$ cat src/rtl/ifu_fetch_if.sv
// rtl/ifu_fetch_if.sv - fetch unit bundle: redirect, instruction memory and decode handshakes
//
// Groups every non-clock/reset signal of ifu_fetch.
//   redirect_i/redirect_pc_i           : flush request and new fetch PC from execute
//   imem_req_o/imem_addr_o/imem_gnt_i  : request channel to instruction memory
//   imem_rvalid_i/imem_rdata_i         : in-order response channel from instruction memory
//   if_valid_o/if_pc_o/if_instr_o      : {pc, instr} presented to decode
//   id_ready_i                         : decode accepts the presented instruction
// Modport master is the fetch unit; modport slave is its surroundings.
interface ifu_fetch_if #(
  parameter int PC_WIDTH    = 32,
  parameter int INSTR_WIDTH = 32
);
  logic                   redirect_i;
  logic [PC_WIDTH-1:0]    redirect_pc_i;
  logic                   imem_req_o;
  logic [PC_WIDTH-1:0]    imem_addr_o;
  logic                   imem_gnt_i;
  logic                   imem_rvalid_i;
  logic [INSTR_WIDTH-1:0] imem_rdata_i;
  logic                   if_valid_o;
  logic [PC_WIDTH-1:0]    if_pc_o;
  logic [INSTR_WIDTH-1:0] if_instr_o;
  logic                   id_ready_i;

  modport master (
    input  redirect_i, redirect_pc_i, imem_gnt_i, imem_rvalid_i, imem_rdata_i, id_ready_i,
    output imem_req_o, imem_addr_o, if_valid_o, if_pc_o, if_instr_o
  );

  modport slave (
    output redirect_i, redirect_pc_i, imem_gnt_i, imem_rvalid_i, imem_rdata_i, id_ready_i,
    input  imem_req_o, imem_addr_o, if_valid_o, if_pc_o, if_instr_o
  );
endinterface

$ cat src/rtl/ifu_fetch.sv
// rtl/ifu_fetch.sv - instruction fetch unit with credit-checked request issue and a small {pc, instr} buffer
//
// Ports:
//   clk    : clock, all state updates on the rising edge
//   rst_n  : asynchronous active-low reset
//   bus    : ifu_fetch_if.master (redirect, imem request/response, decode handshake)
// Optional feature: define IFU_BYPASS_EN to let a kept response go straight to decode
// when the buffer is empty and decode is ready (zero-cycle fetch-to-decode latency).
module ifu_fetch #(
  parameter int                     PC_WIDTH    = 32,
  parameter int                     INSTR_WIDTH = 32,
  parameter logic [PC_WIDTH-1:0]    RESET_PC    = '0,
  parameter int                     DEPTH       = 2
) (
  input  logic       clk,
  input  logic       rst_n,
  ifu_fetch_if.master bus
);

  localparam int CW = $clog2(DEPTH + 1);
  localparam int PW = $clog2(DEPTH);

  typedef enum logic [1:0] {S_RESET, S_RUN, S_FLUSH} state_e;

  state_e                 state_q, state_d;
  logic [CW-1:0]          count_q, count_d, outst_q, outst_d, drop_q, drop_d;
  logic [PW-1:0]          rd_ptr_q, rd_ptr_d, wr_ptr_q, wr_ptr_d;
  logic [PC_WIDTH-1:0]    fetch_pc_q, fetch_pc_d, resp_pc_q, resp_pc_d;
  logic [PC_WIDTH-1:0]    pc_mem_q    [DEPTH];
  logic [INSTR_WIDTH-1:0] instr_mem_q [DEPTH];

  logic                   req_en, flushing;
  logic                   redir, rvalid, req, grant, keep, bypass, push, pop, fifo_valid;
  logic [CW:0]            credit_used;
  logic [PC_WIDTH-1:0]    redir_pc;
  logic                   unused_pc_lsbs;

  function automatic logic [PW-1:0] ptr_inc(input logic [PW-1:0] p);
    return (p == PW'(DEPTH - 1)) ? '0 : p + 1'b1;
  endfunction

  assign unused_pc_lsbs = ^bus.redirect_pc_i[1:0];

  // ---------------- control FSM ----------------
  always_ff @(posedge clk or negedge rst_n) begin
    if (!rst_n) state_q <= S_RESET;
    else        state_q <= state_d;
  end

  // FLUSH is held exactly while drop is non-zero, so it doubles as the discard qualifier.
  always_comb begin
    state_d = state_q;
    case (state_q)
      S_RESET: state_d = S_RUN;
      S_RUN:   if (redir && drop_d != '0) state_d = S_FLUSH;
      S_FLUSH: if (drop_d == '0)          state_d = S_RUN;
      default: state_d = S_RESET;
    endcase
  end

  always_comb begin
    req_en   = 1'b0;
    flushing = 1'b0;
    case (state_q)
      S_RUN:   req_en = 1'b1;
      S_FLUSH: begin
        req_en   = 1'b1;
        flushing = 1'b1;
      end
      default: ;
    endcase
  end

  // ---------------- datapath ----------------
  assign redir    = bus.redirect_i;
  assign redir_pc = {bus.redirect_pc_i[PC_WIDTH-1:2], 2'b00};
  assign rvalid   = bus.imem_rvalid_i;

  // Credits count buffered entries plus in-flight requests that will be kept;
  // responses still to be dropped do not need a slot.
  assign credit_used = {1'b0, count_q} + {1'b0, outst_q} - {1'b0, drop_q};
  assign req         = req_en & ~redir & (credit_used < (CW+1)'(DEPTH));
  assign grant       = req & bus.imem_gnt_i;

  assign keep       = rvalid & ~redir & ~flushing;
  assign fifo_valid = (count_q != '0) & ~redir;
  assign pop        = fifo_valid & bus.id_ready_i;

`ifdef IFU_BYPASS_EN
  assign bypass         = keep & (count_q == '0) & bus.id_ready_i;
  assign bus.if_valid_o = fifo_valid | bypass;
  assign bus.if_pc_o    = bypass ? resp_pc_q : pc_mem_q[rd_ptr_q];
  assign bus.if_instr_o = bypass ? bus.imem_rdata_i : instr_mem_q[rd_ptr_q];
`else
  assign bypass         = 1'b0;
  assign bus.if_valid_o = fifo_valid;
  assign bus.if_pc_o    = pc_mem_q[rd_ptr_q];
  assign bus.if_instr_o = instr_mem_q[rd_ptr_q];
`endif

  assign push            = keep & ~bypass;
  assign bus.imem_req_o  = req;
  assign bus.imem_addr_o = fetch_pc_q;

  always_comb begin
    count_d    = count_q + CW'(push) - CW'(pop);
    rd_ptr_d   = pop  ? ptr_inc(rd_ptr_q) : rd_ptr_q;
    wr_ptr_d   = push ? ptr_inc(wr_ptr_q) : wr_ptr_q;
    outst_d    = outst_q + CW'(grant) - CW'(rvalid);
    drop_d     = (flushing && rvalid) ? drop_q - 1'b1 : drop_q;
    fetch_pc_d = grant ? fetch_pc_q + PC_WIDTH'(4) : fetch_pc_q;
    resp_pc_d  = keep  ? resp_pc_q + PC_WIDTH'(4)  : resp_pc_q;
    if (redir) begin
      count_d    = '0;
      rd_ptr_d   = '0;
      wr_ptr_d   = '0;
      // Every request still in flight after this edge belongs to the old stream;
      // a response arriving now is already discarded, so it is not counted again.
      drop_d     = outst_q - CW'(rvalid);
      fetch_pc_d = redir_pc;
      resp_pc_d  = redir_pc;
    end
  end

  always_ff @(posedge clk or negedge rst_n) begin
    if (!rst_n) begin
      count_q    <= '0;
      outst_q    <= '0;
      drop_q     <= '0;
      rd_ptr_q   <= '0;
      wr_ptr_q   <= '0;
      fetch_pc_q <= RESET_PC;
      resp_pc_q  <= RESET_PC;
      for (int i = 0; i < DEPTH; i++) begin
        pc_mem_q[i]    <= '0;
        instr_mem_q[i] <= '0;
      end
    end else begin
      count_q    <= count_d;
      outst_q    <= outst_d;
      drop_q     <= drop_d;
      rd_ptr_q   <= rd_ptr_d;
      wr_ptr_q   <= wr_ptr_d;
      fetch_pc_q <= fetch_pc_d;
      resp_pc_q  <= resp_pc_d;
      if (push) begin
        pc_mem_q[wr_ptr_q]    <= resp_pc_q;
        instr_mem_q[wr_ptr_q] <= bus.imem_rdata_i;
      end
    end
  end

endmodule

$ cat src/flat_wrapper.sv
// flat-port wrapper written by rule: the top's interface ports become plain ports
module ifu_fetch_flat 
#(
  parameter int                     PC_WIDTH    = 32,
  parameter int                     INSTR_WIDTH = 32,
  parameter logic [PC_WIDTH-1:0]    RESET_PC    = '0,
  parameter int                     DEPTH       = 2
)
  (clk, rst_n, bus_redirect_i, bus_redirect_pc_i, bus_imem_gnt_i, bus_imem_rvalid_i, bus_imem_rdata_i, bus_id_ready_i, bus_imem_req_o, bus_imem_addr_o, bus_if_valid_o, bus_if_pc_o, bus_if_instr_o);
  ifu_fetch_if #(.PC_WIDTH(PC_WIDTH), .INSTR_WIDTH(INSTR_WIDTH)) bus_i ();
  input  logic clk;
  input  logic rst_n;
  input wire logic [$bits(bus_i.redirect_i)-1:0] bus_redirect_i;
  input wire logic [$bits(bus_i.redirect_pc_i)-1:0] bus_redirect_pc_i;
  input wire logic [$bits(bus_i.imem_gnt_i)-1:0] bus_imem_gnt_i;
  input wire logic [$bits(bus_i.imem_rvalid_i)-1:0] bus_imem_rvalid_i;
  input wire logic [$bits(bus_i.imem_rdata_i)-1:0] bus_imem_rdata_i;
  input wire logic [$bits(bus_i.id_ready_i)-1:0] bus_id_ready_i;
  output wire logic [$bits(bus_i.imem_req_o)-1:0] bus_imem_req_o;
  output wire logic [$bits(bus_i.imem_addr_o)-1:0] bus_imem_addr_o;
  output wire logic [$bits(bus_i.if_valid_o)-1:0] bus_if_valid_o;
  output wire logic [$bits(bus_i.if_pc_o)-1:0] bus_if_pc_o;
  output wire logic [$bits(bus_i.if_instr_o)-1:0] bus_if_instr_o;
  assign bus_i.redirect_i = bus_redirect_i;
  assign bus_i.redirect_pc_i = bus_redirect_pc_i;
  assign bus_i.imem_gnt_i = bus_imem_gnt_i;
  assign bus_i.imem_rvalid_i = bus_imem_rvalid_i;
  assign bus_i.imem_rdata_i = bus_imem_rdata_i;
  assign bus_i.id_ready_i = bus_id_ready_i;
  assign bus_imem_req_o = bus_i.imem_req_o;
  assign bus_imem_addr_o = bus_i.imem_addr_o;
  assign bus_if_valid_o = bus_i.if_valid_o;
  assign bus_if_pc_o = bus_i.if_pc_o;
  assign bus_if_instr_o = bus_i.if_instr_o;
  ifu_fetch #(.PC_WIDTH(PC_WIDTH), .INSTR_WIDTH(INSTR_WIDTH), .RESET_PC(RESET_PC), .DEPTH(DEPTH)) u_core (.clk(clk), .rst_n(rst_n), .bus(bus_i));
endmodule
$ cat config.mk
export PLATFORM = sky130hd
export DESIGN_NAME = ifu_fetch_flat
export DESIGN_NICKNAME = d
export VERILOG_FILES = /design/src/rtl/ifu_fetch_if.sv /design/src/rtl/ifu_fetch.sv /design/src/flat_wrapper.sv
export SDC_FILE = /design/constraint.sdc
export NUM_CORES = 1
export LEC_CHECK = 0
export ABC_AREA = 1
export BUFFER_PORTS_ARGS = -buffer_cell sky130_fd_sc_hd__buf_4
export CAP_MARGIN = 15
export CORE_MARGIN = 2
export CORE_UTILIZATION = 40
export CTS_CLUSTER_DIAMETER = 100
export DETAILED_ROUTE_END_ITERATION = 6
export SYNTH_ARGS = -nofsm -noshare
export SYNTH_HDL_FRONTEND = slang
export SYNTH_SLANG_ARGS = --single-unit
$ cat constraint.sdc
create_clock -name clk -period 7.1 [get_ports clk]
set_input_delay 1.065 -clock clk [delete_from_list [all_inputs] [get_ports clk]]
set_output_delay 1.065 -clock clk [all_outputs]
set_load 0.02 [all_outputs]
==> metrics.md <==
| Metric | Value |
|---|---|
| CTS tree | built |
| Leakage power | a little over 6 nW |
| Min-delay src | u_core.pc_mem_q[28] |
| Seq/Total Area, Yosys | 47.4% |
| CTS Sinks | 194 |
| Reg-to-reg startpoint | u_core.drop_q[1] |
| Worst R2R Setup Slack | 4.23 ns |
| Number of buffers created by CTS | 17 |
| Netlist cell types | 37 |
| GR Overflow Total | 0 |
| Hold EP | u_core.pc_mem_q[28] |
| Net Sw Frac | between 30 and 40% |
| Bufs on Longest Clock Path | 2 |
| Vert. Die Dim | roughly 160 um |
| Vias in the first global route | 8,065 |
| Final hold vios | 0 |
| Largest net degree at the start of global routing | about 130 |
| Synth area leader | dfrtp_1 |
| WP data arrival | about 2.5 ns |
| Detailed Place HPWL | ~18 mm |
| Synthesized flop and latch total | roughly 190 |
| Hold buffer count at cts | 0 |
| Most frequent cells in the layout | nand2_1 (397), dfrtp_1 (193), buf_4 (164) |
| Period utilisation layout | approximately half |
| Final nets | approximately 1,500 |
| CTS root buf | clkbuf_16 |
| Clk_lat worst skew | 0.44 ns |
| Hold depth | 2 |
| CP Max Fanout | 2 |
| Initial antenna violation count | 0 |
| Postcts setup bufs | 0 |
| Layout cell share with drive strength beyond 1 | about a fifth |
| Syn_area_per_cell | just over 8 um^2 |
| RSZ-0062 raised after global routing | false |
| DRT Pass-1 Iters | 5 |
| Worst EP required | a little over 6 ns |
| Hold Path Class | flop to flop |
| Io pins | around 170 |
| Max Slew Vio Count | 0 |
| Outcome | finished, final reports clean |
| Die area | 0.0269 mm^2 |
| WL final | about 26 mm |
| Final worst slack | 3.55 ns |
| Int Power | between 2 and 3 mW |
| PwrDens | about 390 mW/mm^2 |
| Post-Syn Instances | 1,258 |
| First-pass GRT wire length | 41.6 mm |
| GPL Wtd Cong | slightly above 0.9 |
| Comb power frac | 40.3% |
| Commonest non-fill, non-tap cell in the layout | nand2_1 |
| Critical path class | flop to output port |
| Share of power burned in registers | approximately 39% |
| DP Worst Slack | around 3.5 ns |
| DR vias/cell | between 4 and 5 |
| CP startpoint kind | flop |
| Iteration-0 DRC Markers | between 700 and 800 |
| Post-detailed-route count of antenna-violating nets | 0 |
| Avg WL per Cell | 15.0 um |
| N_diodes | 0 |
| H-tree depth | 4 |
| Peak supply drop | between 0.00015 and 0.0002 V |
| Port bufs | between 150 and 200 |
| Die Wd | 164 um |
| Row cnt | 58 |
| Slew HR | 26.2% |
| Final setup TNS | 0 ns |
| Post-Syn Area | between 0.01 and 0.015 mm^2 |
| Via count | 8,480 |
| CP endpoint kind | output port |
| Post-cts sizing count | 0 |
| Worst Clk Skew | between 0.01 and 0.015 ns |
| FF-to-FF End | u_core.bus.imem_addr_o[20] |
| Clock share of power | between 20% and 30% |
| Achievable Freq | 282 MHz |
| Clock Pin Slew Worst Setup and Hold Paths | roughly 0.070 ns |
| R2R depth | 11 |
| Max-Cap Viols | 0 |
| Drt drc | 0 |
| Core ar. | 0.0252 mm^2 |
| Endpoints failing setup | 0 |
| Initial Util | between 40% and 50% |
| Synthesis-to-finish area growth | 19.6% |
| Final worst path period need | between 3 and 4 ns |
| Yosys warns | 0 |
| Yosys top cell area share | 47.4% |
| Psw | roughly 1.9 mW |
| Slew of the pin with the lowest slew margin | between 1 and 1.5 ns |
| Gr usage total | roughly a fifth |
| Top area cells in the synthesized netlist | dfrtp_1 (47%), nand2_1 (15%), o21ai_0 (7.4%) |
[cell families after synthesis]
logic type               share of synthesized area [%]
AND/OR/NAND/NOR                                   23.3
flip-flops                                        47.4
AO/OA/AOI/OAI                                     9.87
buffers and inverters                             8.03
multiplexers                                      6.82
XOR/XNOR                                          2.65
adder cells (fa/ha/maj)                           1.86
other                                           0.0366
[how the worst max path moves through the flow]
stage                     depth (start not counted)  slack [ns]             start                endpoint
final                                             8        3.55  u_core.drop_q[1]          bus_imem_req_o
after global routing                              8        3.38  u_core.drop_q[1]          bus_imem_req_o
after CTS                                         8        3.52  u_core.drop_q[1]          bus_imem_req_o
after detailed placement                          7        3.52    bus_redirect_i  u_core.instr_mem_q[61]
after global placement                            6        3.53    bus_redirect_i    u_core.resp_pc_q[30]
after floorplan                                   7        4.00  u_core.drop_q[1]          bus_imem_req_o
[flip-flops by register name, summed over array words and instances (netlist names)]
register / count
u_core.resp_pc_q: 30
u_core.rd_ptr_q: 1
u_core.count_q: 2
u_core.drop_q: 2
u_core.state_q: 2
u_core.wr_ptr_q: 1
u_core.pc_mem_q: 60
u_core.bus.imem_addr_o: 30
u_core.instr_mem_q: 64
u_core.outst_q: 2
[per-layer routing]
metal  routed length (um)  global-route usage, %  up-vias  part of all wire, %
met1                12700                   28.4     3919                   49
met3                 1560                   3.33       29                  6.0
met5                    0                      0        -                    0
met2                11300                   30.4      256                   43
met4                  468                   5.06        0                  1.8
li1                     -                      -     4276                    -
[power groups by stage]
stage	Combinational (mW)	Sequential (mW)	Clock, mW
after floorplan	1.26	1.83	0
after global placement	1.92	1.84	0
after detailed placement	1.94	1.85	0
after CTS	1.95	1.84	1.04
after global routing	2.15	1.90	1.08
final	1.92	1.84	1.01
[final cells by class]
type,instances,area [um^2]
fillers,2474,12900
clock buffers,18,429
inverters,135,509
flip-flops and latches,194,4860
clock inverters,14,190
multi-input cells,881,4570
repair buffers,166,1270
well taps,330,413
[worst max-delay path: stages (launching register included)]
cell,delay [ns]
dfrtp_1,0.34
inv_1,0.07
fa_1,0.53
inv_1,0.05
fa_1,0.43
xnor2_1,0.30
nand2_1,0.09
nor2_1,0.09
buf_4,0.14
[cells in the mapped netlist]
cell,instances
a21oi_1,13
a22oi_1,1
a31oi_1,3
and3_1,1
buf_1,1
buf_2,16
buf_4,7
buf_6,10
clkbuf_1,17
conb_1,1
dfrtp_1,194
fa_1,2
ha_1,12
inv_1,130
inv_2,4
inv_4,1
mux2_2,62
nand2_1,397
nand2_2,5
nand2_4,2
nand3_1,56
nand3_2,4
nand3_4,1
nand4_1,7
nor2_1,90
nor2_2,7
nor2_4,4
nor3_1,4
o211ai_1,10
o211ai_2,1
o21ai_0,152
o21ai_1,6
o21bai_1,3
o221ai_1,2
or2_2,1
xnor2_1,5
xor2_1,26
[metrics by stage]
step / total power [mW] / instances / hold slack, ns / utilization [%] / cell area [um^2]
2_1_floorplan: 3.08 / 1261 / 0.448 / - / 10200
3_3_place_gp: 3.76 / 1705 / 0.460 / 46.1 / 11600
3_5_place_dp: 3.79 / 1705 / 0.467 / 46.1 / 11600
4_1_cts: 4.82 / 1737 / 0.488 / 48.5 / 12200
5_1_grt: 5.13 / 1738 / 0.499 / 48.6 / 12200
6_report: 4.77 / 1738 / 0.480 / 48.6 / 12200
(Power assumes the default switching activity.)
